--- src/rtl/register_dump_tx_pkg.sv ---
// Shared definitions for the register-file dump transmitter.
// FSM encoding, UART frame constants and byte-select helper.
package register_dump_tx_pkg;

    localparam logic [2:0] ST_IDLE   = 3'd0;
    localparam logic [2:0] ST_HEADER = 3'd1;
    localparam logic [2:0] ST_FETCH  = 3'd2;
    localparam logic [2:0] ST_SEND   = 3'd3;
    localparam logic [2:0] ST_FINISH = 3'd4;

    localparam logic START_BIT  = 1'b0;
    localparam logic STOP_BIT   = 1'b1;
    localparam int   DATA_BITS  = 8;
    localparam int   FRAME_BITS = DATA_BITS + 2;

    localparam int DEF_CLKS_PER_BIT = 434;

    // Big-endian byte n of a word: n=0 is bits [31:24].
    function automatic logic [7:0] word_byte(
        input logic [31:0] w,
        input logic [1:0]  n
    );
        logic [7:0] b;
        unique case (n)
            2'd0:    b = w[31:24];
            2'd1:    b = w[23:16];
            2'd2:    b = w[15:8];
            default: b = w[7:0];
        endcase
        return b;
    endfunction

endpackage

--- src/rtl/register_dump_tx_uart_tx.sv ---
// UART 8N1 transmitter with a ready/send handshake.
// ready is high while idle and in the final cycle of a stop bit.
module register_dump_tx_uart_tx
    import register_dump_tx_pkg::*;
#(
    parameter int CLKS_PER_BIT = DEF_CLKS_PER_BIT
) (
    input  logic       clock,
    input  logic       reset,
    input  logic       send,
    input  logic [7:0] data,
    output logic       ready,
    output logic       txd
);

    localparam int CW = (CLKS_PER_BIT > 1) ? $clog2(CLKS_PER_BIT) : 1;
    localparam logic [CW-1:0] CNT_LAST = CW'(CLKS_PER_BIT - 1);
    localparam logic [3:0]    BIT_LAST = 4'(FRAME_BITS - 1);

    logic                  active;
    logic [FRAME_BITS-1:0] shreg;
    logic [CW-1:0]         cnt;
    logic [3:0]            bitn;
    logic                  txd_q;

    // Accepting in the last stop-bit cycle keeps frames gap-free.
    assign ready = !active || (cnt == CNT_LAST && bitn == BIT_LAST);
    assign txd   = txd_q;

    always_ff @(posedge clock) begin
        if (reset) begin
            active <= 1'b0;
            shreg  <= '1;
            cnt    <= '0;
            bitn   <= '0;
            txd_q  <= STOP_BIT;
        end else begin
            txd_q <= active ? shreg[0] : STOP_BIT;
            if (send && ready) begin
                shreg  <= {STOP_BIT, data, START_BIT};
                cnt    <= '0;
                bitn   <= '0;
                active <= 1'b1;
            end else if (active) begin
                if (cnt == CNT_LAST) begin
                    cnt <= '0;
                    if (bitn == BIT_LAST) begin
                        active <= 1'b0;
                    end else begin
                        bitn  <= bitn + 4'd1;
                        shreg <= {STOP_BIT, shreg[FRAME_BITS-1:1]};
                    end
                end else begin
                    cnt <= cnt + CW'(1);
                end
            end
        end
    end

endmodule

--- src/rtl/register_dump_tx.sv ---
// Walks register indices and streams a header plus each word
// (big-endian) out over UART 8N1.
module register_dump_tx
    import register_dump_tx_pkg::*;
#(
    parameter int         CLKS_PER_BIT = DEF_CLKS_PER_BIT,
    parameter logic [4:0] FIRST_REG    = 5'd0,
    parameter logic [4:0] LAST_REG     = 5'd31,
    parameter logic [7:0] HEADER_BYTE  = 8'hA5
) (
    input  logic        clock,
    input  logic        reset,
    input  logic        start,
    output logic [4:0]  regIndex,
    input  logic [31:0] regData,
    output logic        txd,
    output logic        busy,
    output logic        done
);

    logic [2:0]  state;
    logic [4:0]  idx;
    logic [1:0]  bytecnt;
    logic [31:0] word;
    logic        flush;
    logic        done_q;
    logic        tx_send;
    logic        tx_ready;
    logic [7:0]  tx_data;

    assign regIndex = idx;
    assign busy     = (state != ST_IDLE);
    assign done     = done_q;

    always_comb begin
        tx_send = (state == ST_HEADER) || (state == ST_SEND);
        tx_data = (state == ST_HEADER) ? HEADER_BYTE
                                       : word_byte(word, bytecnt);
    end

    always_ff @(posedge clock) begin
        if (reset) begin
            state   <= ST_IDLE;
            idx     <= FIRST_REG;
            bytecnt <= '0;
            word    <= '0;
            flush   <= 1'b0;
            done_q  <= 1'b0;
        end else begin
            done_q <= 1'b0;
            unique case (state)
                ST_IDLE: begin
                    if (start) state <= ST_HEADER;
                end
                ST_HEADER: begin
                    if (tx_ready) state <= ST_FETCH;
                end
                ST_FETCH: begin
                    word    <= regData;
                    bytecnt <= '0;
                    state   <= ST_SEND;
                end
                ST_SEND: begin
                    if (tx_ready) begin
                        bytecnt <= bytecnt + 2'd1;
                        if (bytecnt == 2'd3) begin
                            if (idx == LAST_REG) begin
                                state <= ST_FINISH;
                            end else begin
                                idx   <= idx + 5'd1;
                                state <= ST_FETCH;
                            end
                        end
                    end
                end
                ST_FINISH: begin
                    // txd lags the shifter by one cycle, so wait one more
                    if (flush) begin
                        flush  <= 1'b0;
                        done_q <= 1'b1;
                        idx    <= FIRST_REG;
                        state  <= ST_IDLE;
                    end else if (tx_ready) begin
                        flush <= 1'b1;
                    end
                end
                default: state <= ST_IDLE;
            endcase
        end
    end

    register_dump_tx_uart_tx #(
        .CLKS_PER_BIT(CLKS_PER_BIT)
    ) u_tx (
        .clock(clock),
        .reset(reset),
        .send (tx_send),
        .data (tx_data),
        .ready(tx_ready),
        .txd  (txd)
    );

endmodule

--- config.mk ---
export PLATFORM = sky130hd
export DESIGN_NAME = register_dump_tx
export DESIGN_NICKNAME = d
export VERILOG_FILES = /design/src/rtl/register_dump_tx_pkg.sv /design/src/rtl/register_dump_tx_uart_tx.sv /design/src/rtl/register_dump_tx.sv
export SDC_FILE = /design/constraint.sdc
export NUM_CORES = 1
export LEC_CHECK = 0
export ABC_AREA = 1
export BUFFER_PORTS_ARGS = -buffer_cell sky130_fd_sc_hd__buf_2
export CORE_ASPECT_RATIO = 1.4
export CORE_MARGIN = 4
export CORE_UTILIZATION = 48
export DETAILED_ROUTE_END_ITERATION = 6
export GPL_TIMING_DRIVEN = 0
export PLACE_DENSITY = 0.68
export SYNTH_ARGS = -nofsm -noshare
export SYNTH_HDL_FRONTEND = slang
export SYNTH_SLANG_ARGS = --single-unit
--- constraint.sdc ---
create_clock -name clock -period 2.1 [get_ports clock]
set_input_delay 0.42 -clock clock [delete_from_list [all_inputs] [get_ports clock]]
set_output_delay 0.42 -clock clock [all_outputs]
set_load 0.01 [all_outputs]
==> impl_metrics.tcl, run 1 <==
set metrics [dict create \
    yosysSeqAreaShare 0.4188 \
    crit_required_ns 2.35 \
    slew_violations 0 \
    r2r_slack_ns 0.42 \
    ys_ff_latch 68 \
    drv_cap 0 \
    worstReg2RegStart "regIndex[0]" \
    vias 2994 \
    syn_inst 463 \
    crit_start "regIndex[0]" \
    syn_area_sq_um 3251 \
    highest_layer "met4" \
    yosysWarnings 0 \
    path_clk_slew_ns 0.07 \
    path_class "reg -> reg" \
    drt-initial-drc-count 133 \
    rsz0062_at_grt "no" \
    overflow 0 \
    post-route-cell-area_sq_um 3737 \
    clock_latency_ns 0.35 \
    status "complete, no violations" \
    peakVddDrop_uv 747.4 \
    place_congestion 0.8913 \
    tightest_slew_ns 0.5044 \
    min_period_ns 1.680 \
    max_freq_mhz 595.1 \
    core_area_sq_um 6569 \
    powerDensity_nw_per_um2 1219 \
    die_y_um 105.4 \
    end_kind "flip-flop" \
    yosysUniqueCellTypes 31 \
    finalSetupViolCount 0 \
    finClkSkew_ns 0.005254 \
    die_x_um 77.55 \
    drt-total-wl_um 7418 \
    hold_class "in -> reg" \
    placed_area_sq_um 3553 \
    layout.nets 562 \
    grt_pass1_wl_um 12900 \
    drcViolationCount 0 \
    grt_usage 0.1979 \
    port_buffers 42 \
    viasPerCell 5.040 \
    critical_path.max_fanout 6 \
    clockBufferDepth 2 \
    p_leak_nw 1.713 \
    antennaDiodeCount 0 \
    cts_htree_levels 3 \
    ant_nets 0 \
    critPathCapture "regIndex[1]" \
    path_cells "ha_1 > nand2_1 > nor2_1 > ha_1 > inv_1 > nor2_1 > a21oi_4 > nand2_2 > nand2_1 > inv_1 > nor2_1" \
    cts_tree "built" \
    cts.repair.resized 0 \
    critPathLaunchType "flip-flop" \
    slowest_stage "dfxtp_1" \
    grt_pass1_vias 2913 \
    avgSynthCellArea_sq_um 7.021 \
    rows 35 \
    ioPinCount 43 \
    synth_flop_cell "dfxtp_1" \
    worstPathArrival_ns 1.93 \
    numCtsBuffers 9 \
    grt_max_degree 11 \
    synth_edf_count 0 \
    reg2reg_depth 11 \
    antenna_found_initial 0 \
    root_buffer "clkbuf_8" \
    synthArstFlopShare 0 \
    cp_common_cell "nor2_1" \
    slew_headroom 0.6637 \
    slowest_delay_ns 0.41 \
    post_cts_buffers 0 \
    hold_viol_final 0 \
    dp_hpwl_um 5606 \
    wl_met1_um 3043 \
    fill_cells 659 \
    clock-sinks 68 \
    dieArea_sq_um 8171 \
    multi_input_comb_area_sq_um 1633 \
    initial_utilization 0.4949 \
    syn2layout_area_growth_pct 14.97 \
    rr_endpoint "regIndex[1]" \
    postCtsHoldBufs 0 \
    met2WireLength_um 3773 \
    drt_first_pass_iters 4 \
    routed-wl-met3_um 269 \
    seq_area_sq_um 1361 \
    synth_nets 509 \
    routedWlPerCell_um 12.49 \
    period_share 0.8001 \
    layout-drive-gt1-share 0.1673 \
    tns_ns 0 \
]
-- sequential cells by signal, summed over array words and instances, names as in the netlist, 2 cells and up --
register,cells
u_tx.shreg,9
regIndex,5
u_tx.cnt,9
bytecnt,2
u_tx.bitn,4
word,32
state,3
-- metal layers --
layer / up-vias / GRT usage
li1: 1584 / -
met1: 1326 / 0.2134
met2: 59 / 0.3541
met3: 25 / 0.04103
met4: 0 / 0.1107
met5: - / 0
-- worst min-delay path by stage --
| stage | from | to | cells past startpoint |
|---|---|---|---|
| 2_1_floorplan | u_tx.shreg[0] | u_tx.txd | 2 |
| 3_5_place_dp | u_tx.shreg[0] | u_tx.txd | 2 |
| 3_3_place_gp | u_tx.shreg[0] | u_tx.txd | 2 |
| 6_report | regData[13] | word[13] | 3 |
| 5_1_grt | regData[17] | word[17] | 3 |
| 4_1_cts | regData[21] | word[21] | 3 |
-- area by class of cell --
type,instances,share of cell area
multi-input combinational,330,0.4369
clock buffer,13,0.03984
inverter,48,0.04821
tap,74,0.02477
sequential,68,0.3642
buffer,17,0.02042
timing repair buffer,42,0.05624
clock inverter,2,0.009374
-- cells in the final DEF (no fill, tap or decap) --
| master | instances |
|---|---|
| clkbuf_8 | 10 |
| buf_2 | 46 |
| dfxtp_1 | 68 |
| o211ai_1 | 6 |
| nor2_1 | 96 |
| buf_1 | 1 |
| o21ai_4 | 1 |
| nand3b_1 | 1 |
| nand3b_2 | 1 |
| nor3b_1 | 3 |
| nor3_2 | 5 |
| clkbuf_1 | 14 |
| a31o_2 | 1 |
| nand2_4 | 1 |
| xor2_1 | 4 |
| a21oi_1 | 27 |
| nand2_2 | 6 |
| a21oi_4 | 1 |
| nor3_1 | 1 |
| or2_2 | 1 |
| nand2_1 | 89 |
| nand4_1 | 2 |
| o21ai_0 | 37 |
| o21ai_1 | 9 |
| nand3_2 | 1 |
| bufinv_16 | 1 |
| inv_2 | 10 |
| xnor2_1 | 2 |
| buf_6 | 1 |
| ha_1 | 11 |
| nand3_1 | 22 |
| inv_1 | 38 |
| or2_0 | 2 |
| clkinv_2 | 1 |
-- cell families (layout without fill, tap and decap cells) --
family | after synthesis | after routing | synth area share
compound gates | 82 | 82 | 0.1390
xor+xnor | 6 | 6 | 0.01617
fa+ha+maj | 11 | 11 | 0.04234
buf+inv | 65 | 122 | 0.07891
flops | 68 | 68 | 0.4188
simple gates | 231 | 231 | 0.3049
-- critical path: cells and delay by family, from the launching register on --
family	cells	cell delay (ns)
AND/OR/NAND/NOR	6	0.62
flip-flops	1	0.41
adder cells (fa/ha/maj)	2	0.37
buffers and inverters	2	0.09
AO/OA/AOI/OAI	1	0.08
-- synth_stat cells (5+ instances only) --
| master | n | area, sq um |
|---|---|---|
| o21ai_1 | 9 | 45.04 |
| nand3_1 | 22 | 110.1 |
| nor2_1 | 96 | 360.4 |
| nand2_1 | 89 | 334.1 |
| nand2_2 | 6 | 37.54 |
| dfxtp_1 | 68 | 1361 |
| ha_1 | 11 | 137.6 |
| clkbuf_1 | 11 | 41.29 |
| inv_1 | 38 | 142.6 |
| nor3_2 | 5 | 50.05 |
| o211ai_1 | 6 | 45.04 |
| a21oi_1 | 27 | 135.1 |
| o21ai_0 | 37 | 185.2 |
| inv_2 | 10 | 37.54 |
-- power breakdown --
part	switching (mW)	leakage, nW	internal [mW]
Combinational	1.06	1.07	0.578
Sequential	0.239	0.553	1.63
Clock	0.481	0.0935	0.574
Total	1.78	1.71	2.78
-- stage by stage --
| stage | hold slack (ns) | utilization | worst slack [ns] | power (mW) | std cells |
|---|---|---|---|---|---|
| finish | 0.2911 | 0.5690 | 0.4197 | 4.557 | 594 |
| global route | 0.2947 | 0.5690 | 0.2008 | 4.950 | 594 |
| CTS | 0.2881 | 0.5690 | 0.3990 | 4.575 | 594 |
| detailed placement | 0.4349 | 0.5410 | 0.4197 | 3.523 | 579 |
| global placement | 0.4341 | 0.5410 | 0.4388 | 3.488 | 579 |
| floorplan | 0.4122 | - | 0.5619 | 3.089 | 463 |
No activity file was read; power rests on OpenSTA's default activity.
==> inputs of run 2 (changes only) <==
clock period = 1.6 ns   (was 2.1 ns; I/O delays follow)
==> run 2 against run 1 <==
Combinational power grew 43%. Largest power group unchanged. Critical path depth shrank 1. Critical endpoint is now u_tx.shreg[1]. Worst hold slack lost 0.10 ns. Register-to-register slack lost 0.35 ns. Sequential share of layout area shrank 1.5 points.
==> impl_metrics.tcl, run 2 (same netlist as run 1, synthesis figures left out) <==
set metrics [dict create \
    status "complete, no violations" \
    max_freq_mhz 653.5 \
    root_buffer "clkbuf_8" \
    layout_commonest_cell "nor2_1" \
    ioPinCount 43 \
    tns_ns 0 \
    slew_headroom 0.6779 \
    holdWs_ns 0.1894 \
    dp_hpwl_um 5606 \
    final_cell_mix "nor2_1, nand2_1, dfxtp_1" \
    hold_class "in -> reg" \
    path_class "reg -> reg" \
    drv_cap 0 \
    final_core_util 0.5996 \
    layout.nets 564 \
    crit_required_ns 1.90 \
    period_share 0.9564 \
    hold_viol_final 0 \
    clock-sinks 68 \
    vias 3023 \
    syn2layout_area_growth_pct 21.17 \
    place_ws_ns -0.08027 \
    worstPathArrival_ns 1.83 \
    reg.largest.list "word (32), u_tx.cnt (9), u_tx.shreg (9)" \
    critical_path.max_fanout 10 \
    clockBufferDepth 2 \
    min_period_ns 1.530 \
    drt_first_pass_iters 4 \
    peakVddDrop_uv 984.4 \
    routedWlPerCell_um 13.05 \
    overflow 0 \
    dieArea_sq_um 8171 \
    p_leak_nw 1.744 \
    place_congestion 0.8913 \
    ant_nets 0 \
    grt_pass1_wl_um 12920 \
    clock_latency_ns 0.35 \
    setup_slack_ns 0.06972 \
    powerDensity_nw_per_um2 1584 \
    grt_max_degree 11 \
    antenna_found_initial 0 \
    cts_tree "built" \
    finalSetupViolCount 0 \
    finClkSkew_ns 0.006007 \
    antennaDiodeCount 0 \
    end_kind "flip-flop" \
    initial_utilization 0.4949 \
    drt-total-wl_um 7775 \
    cts_htree_levels 3 \
    viasPerCell 5.072 \
    numCtsBuffers 9 \
    path_clk_slew_ns 0.07 \
    grt_usage 0.1981 \
    rows 35 \
    rsz0062_at_grt "yes" \
    drcViolationCount 0 \
    critPathLaunchType "flip-flop" \
    core_area_sq_um 6569 \
    regMostFlops "word" \
    die_x_um 77.55 \
    port_buffers 42 \
    slew_violations 0 \
    layout-drive-gt1-share 0.2701 \
    die_y_um 105.4 \
    largest_reg_flops 32 \
    grt_pass1_vias 2927 \
    drt-initial-drc-count 133 \
    tightest_slew_ns 0.4831 \
]
## run 2: routing by layer
layer,GRT usage,up-vias,wire [um]
li1,-,1586,-
met1,0.2140,1362,3130
met2,0.3504,54,4059
met3,0.04103,21,276
met4,0.1183,0,308
met5,0,-,0
## run 2: report_power, final
group	switching (mW)	internal, mW
logic	1.49	0.856
clock network	0.641	0.754
registers	0.344	2.15
## run 2: layout make-up
type	count	area, sq um
Fill cell	644	2630
Multi-Input combinational cell	331	1795
Sequential cell	68	1378
Timing Repair Buffer	45	232.7
Inverter	48	180.2
Clock buffer	13	148.9
Tap cell	74	92.59
Buffer	15	76.32
Clock inverter	2	35.03
## run 2: critical path: stages, from the launching register on
cell	delay, ns
dfxtp_2	0.36
ha_1	0.15
nand2_1	0.08
nor2_4	0.13
nand3_2	0.12
nand2_2	0.12
nand2_2	0.08
buf_8	0.15
o21ai_1	0.16
nand2_1	0.07
nand2_1	0.05
## run 2: what timing repair did
action / CTS / global route
cloned: 0 / 1
hold buffers: 0 / 0
setup endpoints to repair: 35 / 41
gates resized for setup: 14 / 49
buffers inserted: 0 / 3
pin swaps: 1 / 14
hold endpoints to repair: 0 / 0
## run 2: path summary, 6_finish.rpt
| path | startpoint | endpoint | slack (ns) | depth (start not counted) |
|---|---|---|---|---|
| worst min-delay path | regData[13] | word[13] | 0.19 | 3 |
| worst min register to register | word[0] | word[0] | 0.46 | 2 |
| worst max-delay path | u_tx.bitn[0] | u_tx.shreg[1] | 0.07 | 10 |
| worst max register to register | u_tx.bitn[0] | u_tx.shreg[1] | 0.07 | 10 |
## run 2: through the flow
stage	instances	total power [mW]	area (sq um)
2_1_floorplan	463	4.054	3251
3_3_place_gp	579	4.579	3553
3_5_place_dp	579	4.623	3553
4_1_cts	593	6.039	3772
5_1_grt	596	6.748	3939
6_report	596	6.238	3939
==> inputs of run 3 (changes only) <==
clock period = 1.7 ns   (was 1.6 ns; I/O delays follow)
==> run 3 against run 2 <==
Global-route usage about the same. Routed wire length fell by 4.4%. Utilization is 2.3 points lower. Cell area down 3.8%. Largest power group unchanged. Flip-flop and latch count stayed put. Largest cell class unchanged. Highest routed layer unchanged. Fmax is 2.2% lower.
==> impl_metrics.tcl, run 3 (same netlist as run 1, synthesis figures left out) <==
set metrics [dict create \
    layout-drive-gt1-share 0.2050 \
    routedWlPerCell_um 12.58 \
    slowest_stage "dfxtp_1" \
    antenna_found_initial 0 \
    dp_hpwl_um 5606 \
    status "complete, no violations" \
    grt_pass1_vias 2913 \
    final_cells 591 \
    drt-initial-drc-count 132 \
    tightest_slew_ns 0.4891 \
    hold_start "regData[13]" \
    powerDensity_nw_per_um2 1492 \
    viasPerCell 5.027 \
    dpl.cell_count 579 \
    core_area_sq_um 6569 \
    crit_required_ns 1.98 \
    clockBufferDepth 2 \
    cts_htree_levels 3 \
    drt_first_pass_iters 4 \
    ant_nets 0 \
    cts_tree "built" \
    peakVddDrop_uv 930.2 \
    die_x_um 77.55 \
    layout_commonest_cell "nor2_1" \
    antennaDiodeCount 0 \
    critical_path.max_fanout 10 \
    crit_family "simple AND/OR/NAND/NOR gates" \
    post_cts_buffers 0 \
    layout.nets 559 \
    path_clk_slew_ns 0.07 \
    drt-total-wl_um 7436 \
    min_to "word[13]" \
    rr_endpoint "u_tx.bitn[2]" \
    regMostFlops "word" \
    clock-sinks 68 \
    overflow 0 \
    largest_reg_flops 32 \
    syn2layout_area_growth_pct 16.51 \
    slowest_delay_ns 0.38 \
    grt_usage 0.1979 \
    vias 2971 \
    end_kind "flip-flop" \
    holdWs_ns 0.2120 \
    max_freq_mhz 638.8 \
    ioPinCount 43 \
    reg.largest.list "word (32), u_tx.cnt (9), u_tx.shreg (9)" \
    grt_pass1_wl_um 12900 \
    finalSetupViolCount 0 \
    multi_input_comb_area_sq_um 1683 \
    drv_cap 0 \
    port_buffers 42 \
    path_cells "inv_1 > ha_1 > nand2_1 > nor2_2 > nand3_2 > nand2_2 > nand2_2 > buf_6 > nand2_2 > nor3b_2" \
    critPathLaunchType "flip-flop" \
    final_cell_mix "nor2_1, nand2_1, dfxtp_1" \
    cp_common_cell "nand2_2" \
    crit_buf_inv 2 \
    holdPathStages 3 \
    grt_max_degree 11 \
    min_period_ns 1.565 \
    clock_latency_ns 0.35 \
    worstReg2RegStart "u_tx.cnt[1]" \
    worstPathArrival_ns 1.84 \
    period_share 0.9208 \
    rows 35 \
    reg2reg_depth 10 \
    r2r_slack_ns 0.13 \
    hold_class "in -> reg" \
    root_buffer "clkbuf_8" \
    p_leak_nw 1.715 \
    dieArea_sq_um 8171 \
    place_congestion 0.8913 \
    path_class "reg -> reg" \
    seq_area_sq_um 1368 \
    finClkSkew_ns 0.004492 \
    fill_cells 659 \
    hold_viol_final 0 \
    die_y_um 105.4 \
    slew_headroom 0.6739 \
    initial_utilization 0.4949 \
    numCtsBuffers 9 \
    slew_violations 0 \
    crit_start "u_tx.cnt[1]" \
    drcViolationCount 0 \
]
[run 3: cell types whose count changed in the layout (fill, tap and decap cells not counted), moves of 5 or more]
| cell | previous run | this run |
|---|---|---|
| dfxtp_2 | 10 | 5 |
| dfxtp_1 | 57 | 63 |
| nor2_1 | 87 | 93 |
| nand2_1 | 79 | 88 |
| nand2_2 | 13 | 5 |
[run 3: timing repair]
item | 4_1_cts | 5_1_grt
pin swaps | 0 | 4
hold buffers | 0 | 0
gates resized for setup | 2 | 23
setup endpoints to repair | 1 | 26
[run 3: layer usage]
layer / global-route usage / wire length, um
met1: 0.2134 / 3015
met4: 0.1107 / 311
met3: 0.04103 / 292
met2: 0.3541 / 3817
met5: 0 / 0
[run 3: how the worst max path moves through the flow]
stage	end	slack [ns]	cells past startpoint
floorplan	regIndex[0]	0.16	11
global placement	regIndex[4]	0.04	11
detailed placement	regIndex[1]	0.02	11
CTS	u_tx.cnt[3]	0.05	10
global route	u_tx.shreg[8]	-0.00006	10
finish	u_tx.bitn[2]	0.13	10
[run 3: cell type report]
type                            count  share of cell area
Buffer                             14             0.01850
Clock buffer                       13             0.03931
Clock inverter                      2            0.009250
Inverter                           48             0.04757
Multi-Input combinational cell    330              0.4443
Sequential cell                    68              0.3611
Tap cell                           74             0.02445
Timing Repair Buffer               42             0.05550
[run 3: metrics by stage]
step	utilization	setup WS [ns]	TNS (ns)	area [sq um]	power, mW
CTS	0.5697	0.04854	0	3742	5.652
global placement	0.5410	0.03877	0	3553	4.309
detailed placement	0.5410	0.01973	0	3553	4.351
global route	0.5766	-0.00006284	-0.00006284	3787	6.140
floorplan	-	0.1619	0	3251	3.815
finish	0.5766	0.1347	0	3787	5.651
[run 3: worst reg2reg max path, delay by kind of cell, from the launching register on]
kind | cells | cell delay, ns
AND/OR/NAND/NOR | 7 | 0.75
flip-flops | 1 | 0.38
adder cells (fa/ha/maj) | 1 | 0.17
buffers and inverters | 2 | 0.20
[run 3: power breakdown]
group	switching (mW)	internal, mW	total [mW]
Clock	0.597	0.710	1.31
Sequential	0.297	2.01	2.31
Combinational	1.31	0.726	2.03
